## src/rtl/approx_mult_pkg.sv

```systemverilog
// Shared constants and a reference function for the approximate multiplier.
// Used by approx_mult_pipe; optional error monitor is APPROX_MULT_ERR_MON_EN.
package approx_mult_pkg;

    localparam logic MODE_APPROX = 1'b0;
    localparam logic MODE_EXACT  = 1'b1;

    localparam int DEF_WIDTH      = 8;
    localparam int DEF_EXACT_ROWS = 2;
    localparam int DEF_TRUNC_COL  = 8;

    // Approximate product for operands up to 32 bits; result in the low 2*width bits.
    function automatic logic [63:0] approx_product(
        input logic [31:0] x,
        input logic [31:0] y,
        input int          exact_rows,
        input int          trunc_col,
        input int          width
    );
        logic [63:0] acc;
        logic [63:0] a_vec;
        logic [63:0] b_vec;
        logic [63:0] keep;
        logic [63:0] yw;
        int          low;
        low  = width - exact_rows;
        yw   = {32'd0, y} & ~({64{1'b1}} << width);
        keep = {64{1'b1}} << trunc_col;
        acc  = '0;
        for (int i = 0; i < width; i++) begin
            if (i >= low && ((x >> i) & 32'd1) != 32'd0) begin
                acc = acc + (yw << i);
            end
        end
        for (int k = 0; 2 * k < low; k++) begin
            a_vec = (((x >> (2 * k)) & 32'd1) != 32'd0) ? (yw << (2 * k)) : 64'd0;
            b_vec = ((2 * k + 1 < low) && (((x >> (2 * k + 1)) & 32'd1) != 32'd0))
                    ? (yw << (2 * k + 1)) : 64'd0;
            acc   = acc + ((a_vec | b_vec) & keep);
        end
        if (width < 32) begin
            acc = acc & ~({64{1'b1}} << (2 * width));
        end
        return acc;
    endfunction

endpackage

```

## src/rtl/approx_pp_compress.sv

```systemverilog
// Combinational truncated, pair-OR'd sum of the low (approximate) partial-product rows.
// Rows 2k and 2k+1 are OR'd column-wise, columns below TRUNC_COL dropped.
module approx_pp_compress
    import approx_mult_pkg::*;
#(
    parameter int WIDTH      = DEF_WIDTH,
    parameter int EXACT_ROWS = DEF_EXACT_ROWS,
    parameter int TRUNC_COL  = DEF_TRUNC_COL
) (
    input  logic [WIDTH-1:0]   x,
    input  logic [WIDTH-1:0]   y,
    output logic [2*WIDTH-1:0] approx_sum
);

    localparam int APPROX_ROWS = WIDTH - EXACT_ROWS;
    localparam int NUM_PAIRS   = (APPROX_ROWS + 1) / 2;
    localparam int PW          = 2 * WIDTH;
    localparam logic [PW-1:0] KEEP_MASK = {PW{1'b1}} << TRUNC_COL;

    logic [PW-1:0]              y_ext;
    logic [NUM_PAIRS:0][PW-1:0] acc;
    logic                       unused_x;

    assign y_ext    = {{WIDTH{1'b0}}, y};
    assign acc[0]   = '0;
    // Exact rows are handled by the caller; only the low bits of x matter here.
    assign unused_x = ^x;

    for (genvar gi = 0; gi < NUM_PAIRS; gi++) begin : g_pair
        logic [PW-1:0] a_vec;
        logic [PW-1:0] b_vec;
        assign a_vec = x[2*gi] ? (y_ext << (2 * gi)) : '0;
        if (2 * gi + 1 < APPROX_ROWS) begin : g_b
            assign b_vec = x[2*gi+1] ? (y_ext << (2 * gi + 1)) : '0;
        end else begin : g_nob
            assign b_vec = '0;
        end
        assign acc[gi+1] = acc[gi] + ((a_vec | b_vec) & KEEP_MASK);
    end

    assign approx_sum = acc[NUM_PAIRS];

endmodule

```

## src/rtl/approx_mult_pipe.sv

```systemverilog
// Two-stage valid/ready approximate multiplier; mode selects exact or approximate.
// Optional error monitor (err_z, err_cnt) enabled by APPROX_MULT_ERR_MON_EN.
module approx_mult_pipe
    import approx_mult_pkg::*;
#(
    parameter int WIDTH      = DEF_WIDTH,
    parameter int EXACT_ROWS = DEF_EXACT_ROWS,
    parameter int TRUNC_COL  = DEF_TRUNC_COL
) (
    input  logic               clk,
    input  logic               rst,
    input  logic               in_valid,
    output logic               in_ready,
    input  logic [WIDTH-1:0]   x,
    input  logic [WIDTH-1:0]   y,
    input  logic               mode,
    output logic               out_valid,
    input  logic               out_ready,
    output logic [2*WIDTH-1:0] z,
    output logic               z_mode
`ifdef APPROX_MULT_ERR_MON_EN
    ,
    output logic [2*WIDTH-1:0] err_z,
    output logic [15:0]        err_cnt
`endif
);

    localparam int PW       = 2 * WIDTH;
    localparam int LOW_ROWS = WIDTH - EXACT_ROWS;
    localparam logic [WIDTH-1:0] HI_MASK = {WIDTH{1'b1}} << LOW_ROWS;

    logic [PW-1:0] hi_sum;
    logic [PW-1:0] lo_exact;
    logic [PW-1:0] lo_approx;
    logic          ready_s2;

    logic          v_s1_reg;
    logic [PW-1:0] hi_s1_reg;
    logic [PW-1:0] lo_s1_reg;
    logic          mode_s1_reg;

    logic          out_valid_reg;
    logic [PW-1:0] z_reg;
    logic          z_mode_reg;
    logic [PW-1:0] z_next;

    // Masking x selects whole rows, so each product is a plain row sum.
    assign hi_sum   = PW'(x & HI_MASK) * PW'(y);
    assign lo_exact = PW'(x & ~HI_MASK) * PW'(y);

    approx_pp_compress #(
        .WIDTH      (WIDTH),
        .EXACT_ROWS (EXACT_ROWS),
        .TRUNC_COL  (TRUNC_COL)
    ) u_compress (
        .x          (x),
        .y          (y),
        .approx_sum (lo_approx)
    );

    assign ready_s2 = !out_valid_reg || out_ready;
    assign in_ready = !v_s1_reg || ready_s2;
    assign z_next   = hi_s1_reg + lo_s1_reg;

    always_ff @(posedge clk or posedge rst) begin
        if (rst) begin
            v_s1_reg    <= 1'b0;
            hi_s1_reg   <= '0;
            lo_s1_reg   <= '0;
            mode_s1_reg <= MODE_APPROX;
        end else if (in_ready) begin
            v_s1_reg <= in_valid;
            if (in_valid) begin
                hi_s1_reg   <= hi_sum;
                lo_s1_reg   <= (mode == MODE_EXACT) ? lo_exact : lo_approx;
                mode_s1_reg <= mode;
            end
        end
    end

    always_ff @(posedge clk or posedge rst) begin
        if (rst) begin
            out_valid_reg <= 1'b0;
            z_reg         <= '0;
            z_mode_reg    <= MODE_APPROX;
        end else if (ready_s2) begin
            out_valid_reg <= v_s1_reg;
            if (v_s1_reg) begin
                z_reg      <= z_next;
                z_mode_reg <= mode_s1_reg;
            end
        end
    end

    assign out_valid = out_valid_reg;
    assign z         = z_reg;
    assign z_mode    = z_mode_reg;

`ifdef APPROX_MULT_ERR_MON_EN
    logic [WIDTH-1:0] x_s1_reg;
    logic [WIDTH-1:0] y_s1_reg;
    logic [PW-1:0]    exact_s2;
    logic [PW-1:0]    err_next;
    logic [PW-1:0]    err_z_reg;
    logic [15:0]      err_cnt_reg;

    assign exact_s2 = PW'(x_s1_reg) * PW'(y_s1_reg);
    assign err_next = (mode_s1_reg == MODE_EXACT) ? '0 : (exact_s2 - z_next);

    always_ff @(posedge clk or posedge rst) begin
        if (rst) begin
            x_s1_reg <= '0;
            y_s1_reg <= '0;
        end else if (in_ready && in_valid) begin
            x_s1_reg <= x;
            y_s1_reg <= y;
        end
    end

    always_ff @(posedge clk or posedge rst) begin
        if (rst) begin
            err_z_reg   <= '0;
            err_cnt_reg <= '0;
        end else begin
            // Count against the result leaving now, before S2 may reload.
            if (out_valid_reg && out_ready && err_z_reg != '0 && err_cnt_reg != 16'hFFFF) begin
                err_cnt_reg <= err_cnt_reg + 16'd1;
            end
            if (ready_s2 && v_s1_reg) begin
                err_z_reg <= err_next;
            end
        end
    end

    assign err_z   = err_z_reg;
    assign err_cnt = err_cnt_reg;
`endif

endmodule
```

## config.mk

```make
export PLATFORM = sky130hd
export DESIGN_NAME = approx_mult_pipe
export DESIGN_NICKNAME = d
export VERILOG_FILES = /design/src/rtl/approx_mult_pkg.sv /design/src/rtl/approx_pp_compress.sv /design/src/rtl/approx_mult_pipe.sv
export SDC_FILE = /design/constraint.sdc
export NUM_CORES = 1
export LEC_CHECK = 0
export ABC_AREA = 1
export CORE_MARGIN = 1
export CORE_UTILIZATION = 65
export CTS_BUF_LIST = sky130_fd_sc_hd__clkbuf_4
export DETAILED_ROUTE_END_ITERATION = 10
export GPL_ROUTABILITY_DRIVEN = 0
export HOLD_SLACK_MARGIN = 0.08
export PLACE_DENSITY = 0.89
export SYNTH_ARGS = -nofsm -noshare
export SYNTH_HDL_FRONTEND = slang
export SYNTH_SLANG_ARGS = --single-unit
```

## constraint.sdc

```tcl
create_clock -name clk -period 2.9 [get_ports clk]
set_clock_uncertainty 0.05 [all_clocks]
set_input_delay 0.58 -clock clk [delete_from_list [all_inputs] [get_ports clk]]
set_output_delay 0.58 -clock clk [all_outputs]
set_load 0.1 [all_outputs]
```

* Word-level counts from Yosys, hierarchy flattened
Cells that the tools add are included.
** Storage, ports and cells
- Register bits after elaboration :: 46
- Bits of input ports :: 21
- Output and inout bits :: 19
- Word-level logic and storage cells :: 28
** Operators by class
- Add/subtract/negate cells :: 3
- $mul :: 2
- Mux-type cells :: 7
- Bitwise gates (word level) :: 3
- Reduce and logical (&&, ||, !) cells :: 6
** Operators with widths (number)
- $add 16x16->16 :: 2
- $or 16x16->16 :: 2
- $add 16x13->16 :: 1
- $mux 16 :: 1
- $mul 6x8->14 :: 1
- $mux 13 :: 1
- $or 12x13->13 :: 1
- $mux 12 :: 1
- $mux 11 :: 1
- $mul 2x8->10 :: 1
- $mux 10 :: 1
- $mux 9 :: 1
- $mux 8 :: 1
- $reduce_and 2->1 :: 2
- $logic_not 1->1 :: 2
- $logic_or 1x1->1 :: 2

* Longest topological paths before layout
- Word-level depth :: 5
- Depth in mapped cells :: 18
- Gate-level depth less buffers :: 17

* Hierarchy
A second synthesis with hierarchy kept.
** Second synthesis, totals
- Cell total of the unflattened synthesis :: 674
- Area, all modules :: 4713.3 um2
** Modules (own cells, without submodules)
- approx_mult_pipe :: times used 1, cells an instance 624, area each 4369.2 um2, seq. area each 1151.1 um2
- approx_pp_compress :: times used 1, cells an instance 50, area each 344.1 um2, seq. area each 0.0 um2

* Worst setup path after synthesis
Ideal clock, no wire load.
- Path type :: input port to flip-flop
- From :: input x[3]
- To :: register lo_s1_reg[10]
- Setup time :: 0.120 ns
- Arrival :: 3.491 ns
- Setup slack :: -0.761 ns
- Stages :: 15
- Cells stage by stage :: clkbuf_1 > nand2_1 > fa_1 > inv_1 > fa_1 > inv_1 > fa_1 > inv_1 > ha_1 > nand2_1 > inv_1 > a21oi_1 > a21oi_1 > o21ai_1 > nand2_1
** On the way
- Word-level cells in the longest chain between the ends :: 5
- Elaborated cells on any way between the ends :: 6
- Those cells by class :: 2 x add/sub; 1 x mul; 2 x mux; 1 x bitwise
** RTL lines
- from (decl) :: line approx_mult_pipe.sv:14 : input logic [WIDTH-1:0] x,
- $mux 11 :: line approx_pp_compress.sv:34 : assign b_vec = x[2*gi+1] ? (y_ext << (2 * gi + 1)) : '0;
- $or 16x16->16 :: line approx_pp_compress.sv:38 : assign acc[gi+1] = acc[gi] + ((a_vec | b_vec) & KEEP_MASK);
- $add 16x16->16 :: line approx_pp_compress.sv:38
- $add 16x13->16 :: line approx_pp_compress.sv:38
- $mux 16 * :: line approx_mult_pipe.sv:75 : lo_s1_reg <= (mode == MODE_EXACT) ? lo_exact : lo_approx;
- to (signal assigned) :: line approx_mult_pipe.sv:75
- to (decl) :: line approx_mult_pipe.sv:39 : logic [PW-1:0] lo_s1_reg;
Mark *: on every way between the ends. The rest lies on a longest branch, timed or not.
A chain may end at the register's enable or synchronous reset.

* Worst setup path in the final report
- From :: input y[1]
- To :: register lo_s1_reg[13]
** On the way
- Word-level cells in the longest chain between the ends :: 2
** RTL lines
- from (decl) :: line approx_mult_pipe.sv:15 : input logic [WIDTH-1:0] y,
- $mul 6x8->14 :: line approx_mult_pipe.sv:49 : assign lo_exact = PW'(x & ~HI_MASK) * PW'(y);
- $mux 16 :: line approx_mult_pipe.sv:75
Every way passes these cells.

==> impl_metrics.tcl <==
set metrics [dict create \
    status "finished with violations" \
    violations "DRC, setup timing" \
    min_path_cells 2 \
    r2r_end "z[14]$_DFFE_PP0P_" \
    drtAntennaViolNets 0 \
    viasPerCell 6.126 \
    hold_path_end "z[14]$_DFFE_PP0P_" \
    multi_input_area_sq_um 3114 \
    power.switching_w 0.002443 \
    final-setup-viol-count 9 \
    period_needed_ns 3.499 \
    synthAdderAreaFrac 0.2607 \
    final-seq-area_sq_um 1101 \
    floorplan.initialDensity 0.6866 \
    fill_cells 284 \
    critPathMaxStageDelay_ns 0.66 \
    layout_commonest_cell "nand2_1" \
    drt_iter0_markers 375 \
    startpoint_type "primary input" \
    synth-simple-area-share 0.2503 \
    synth_xor_area_frac 0.01580 \
    cpLargestDelayFamily "adder cells" \
    synth_top_area_frac 0.2483 \
    relSlewSlack 0.6290 \
    pin_count 40 \
    critical_path_buf_inv_count 5 \
    final_cell_mix "nand2_1, inv_1, buf_4, dfrtp_1, ha_1" \
    synthCells 618 \
    synthMuxAreaShare 0 \
    power_frac_clock 0.091 \
    grt_use_total 0.3544 \
    grt_pass1_vias 4347 \
    cts_sinks 44 \
    wl_mm 14.83 \
    clock-root-buffer "clkbuf_4" \
    max_freq_ghz 0.2858 \
    switching_share 0.5509 \
    combPwrFrac 0.705 \
    p_total_w 0.004434 \
    clk_latency_ns 0.39 \
    die_w_um 84.60 \
    rsz0062_at_grt "yes" \
    grt_first_pass_wirelength_mm 19.90 \
    min_from "z[14]$_DFFE_PP0P_" \
    internal-power_w 0.001991 \
    numCtsBuffers 5 \
    rr_worst_depth 11 \
    largest_register_ff_count 16 \
    endpoint_kind "flop" \
    synth_top_family_by_area "adder cells" \
    holdBufCountCts 0 \
    fin_crit_sh 1.206 \
    hold_viol_final 0 \
    cp.required_ns 3.19 \
    drt_pass1_iterations 9 \
    r2r-start "lo_s1_reg[6]$_DFFE_PP0P_" \
    ys_warn_count 0 \
    ys_ff_latch 44 \
    cts_buffer_depth 2 \
    yosysUniqueCellTypes 32 \
    nets 790 \
    dp_hpwl_mm 8.370 \
    power.density_nw_per_um2 769.9 \
    die-height_um 84.60 \
    path_clk_slew_ns 0.16 \
    worst_path_most_repeated_cell "nand2_1" \
    vias 4729 \
    final_layout_size_suffix_gt1_frac 0.3007 \
    drc 3 \
    finalWorstSetupSlack_ns -0.5986 \
    critPathMaxFanout 4 \
    grt_overflow_total 0 \
    yosysSeqAreaShare 0.2483 \
    grt_max_degree 45 \
    place_area_sq_um 5264 \
    tns_ns -3.833 \
    ir_drop_uv 369.4 \
    core-area_sq_um 6459 \
    yosysTopAreaCell "dfrtp_1" \
    antenna_found_initial 0 \
    die_area_sq_um 7156 \
    rrSetupSlack_ns 1.01 \
    io_buffers 39 \
    stdcell_area_sq_um 5759 \
    synth-compound-area-share 0.08719 \
    wl_per_cell_um 19.21 \
    netlist_area_sq_um 4434 \
    arrival_ns 3.79 \
    synth_area_leaders "dfrtp_1, nand2_1, fa_1" \
    crit_path_cell_trace "clkbuf_4 -> nand2_1 -> inv_1 -> fa_1 -> fa_1 -> inv_1 -> fa_1 -> inv_2 -> ha_4 -> inv_1 -> nand2_1 -> nand2_1 -> nand2_1 -> nand2_1 -> nand3_1 -> nand2_1 -> nand3_1 -> a21oi_2" \
    p_leak_nw 3.311 \
    syn-num-nets 714 \
    final_max_slew_viol_count 0 \
    cpMaxStageDelayCell "fa_1" \
    drv_cap 0 \
    syn2layout_area_growth_pct 29.88 \
    num_rows 29 \
    hold_path.class "flop to flop" \
    seq_power_share 0.203 \
    worstMarginPinSlew_ns 0.5564 \
    htree_levels 2 \
    tritoncts "done" \
    setup.worst_path.class "primary input to flop" \
    diodes 0 \
    syn_area_per_cell_sq_um 7.175 \
]
==> worst register-to-register path: stages (launching register included) <==
cell	delay, ns
dfrtp_1	0.39
ha_1	0.23
inv_1	0.08
fa_1	0.42
inv_1	0.08
nand3_1	0.07
nand2_1	0.12
nand4_1	0.11
nand2_1	0.09
nand2_1	0.05
nand3_1	0.07
nand2_1	0.05
==> timing repair <==
item | CTS | global route
resized for setup | 112 | 72
setup endpoints to repair | 10 | 9
pin swaps | 37 | 39
buffers inserted | 3 | 6
==> worst max path at each step <==
| stage | cells past startpoint | slack (ns) | to | start |
|---|---|---|---|---|
| 2_1_floorplan | 15 | -0.49 | lo_s1_reg[10]$_DFFE_PP0P_ | x[0] |
| 3_3_place_gp | 18 | -1.05 | lo_s1_reg[13]$_DFFE_PP0P_ | x[3] |
| 3_5_place_dp | 16 | -1.20 | lo_s1_reg[12]$_DFFE_PP0P_ | x[3] |
| 4_1_cts | 16 | -0.28 | lo_s1_reg[11]$_DFFE_PP0P_ | y[5] |
| 5_1_grt | 17 | -0.60 | lo_s1_reg[13]$_DFFE_PP0P_ | y[1] |
| 6_report | 18 | -0.60 | lo_s1_reg[13]$_DFFE_PP0P_ | y[1] |
==> through the flow <==
stage | worst slack [ns] | std cells | hold WS [ns] | util
after global routing | -0.6017 | 772 | 0.4747 | 0.8917
final | -0.5986 | 772 | 0.4502 | 0.8917
after CTS | -0.2765 | 766 | 0.4510 | 0.8534
after global placement | -1.050 | 755 | 0.4147 | 0.8150
after detailed placement | -1.199 | 755 | 0.4177 | 0.8150
after floorplan | -0.4880 | 618 | 0.3959 | -
==> metal layers <==
layer,wire length (um),share of wire,global-route usage
met4,1401,0.094,0.1757
met3,1447,0.098,0.04228
met1,5035,0.34,0.4106
met5,0,0,0
met2,6948,0.47,0.6475
==> final cells by class <==
| type | count | area share |
|---|---|---|
| clock buffer | 5 | 0.006517 |
| sequential | 44 | 0.1912 |
| clock inverter | 3 | 0.007386 |
| timing repair buffer | 92 | 0.1469 |
| multi-input combinational | 415 | 0.5407 |
| inverter | 136 | 0.09059 |
| tap | 77 | 0.01673 |
==> cell families (layout without fill, tap and decap cells) <==
logic type	Yosys count	count (layout)
buffers and inverters	159	236
DFF	44	44
adders and majority gates	75	75
xor gates and xnor gates	8	8
AOI/OAI and AO/OA	69	69
and+or+nand+nor	263	263
==> power groups by stage <==
stage          combinational, W  sequential (W)  clock, W
3_5_place_dp            0.00259        0.000903         0
2_1_floorplan           0.00131         0.00157         0
3_3_place_gp            0.00251        0.000891         0
4_1_cts                 0.00273        0.000892  0.000393
6_report                0.00313        0.000901  0.000405
5_1_grt                 0.00328        0.000915  0.000427
==> synth_stat cells (all sizes together) <==
cell and count:
a31oi 3, o21ai 34, o22ai 1, clkbuf 14, xnor2 3, nor3 1, nand3 37, nand2 188
inv 136, or2 4, dfrtp 44, fa 29, o21bai 1, buf 9, a21oi 27, xor2 5
o21a 1, nand4 5, ha 46, nor2 26, a21o 2, nand3b 2
(Power assumes the default switching activity.)
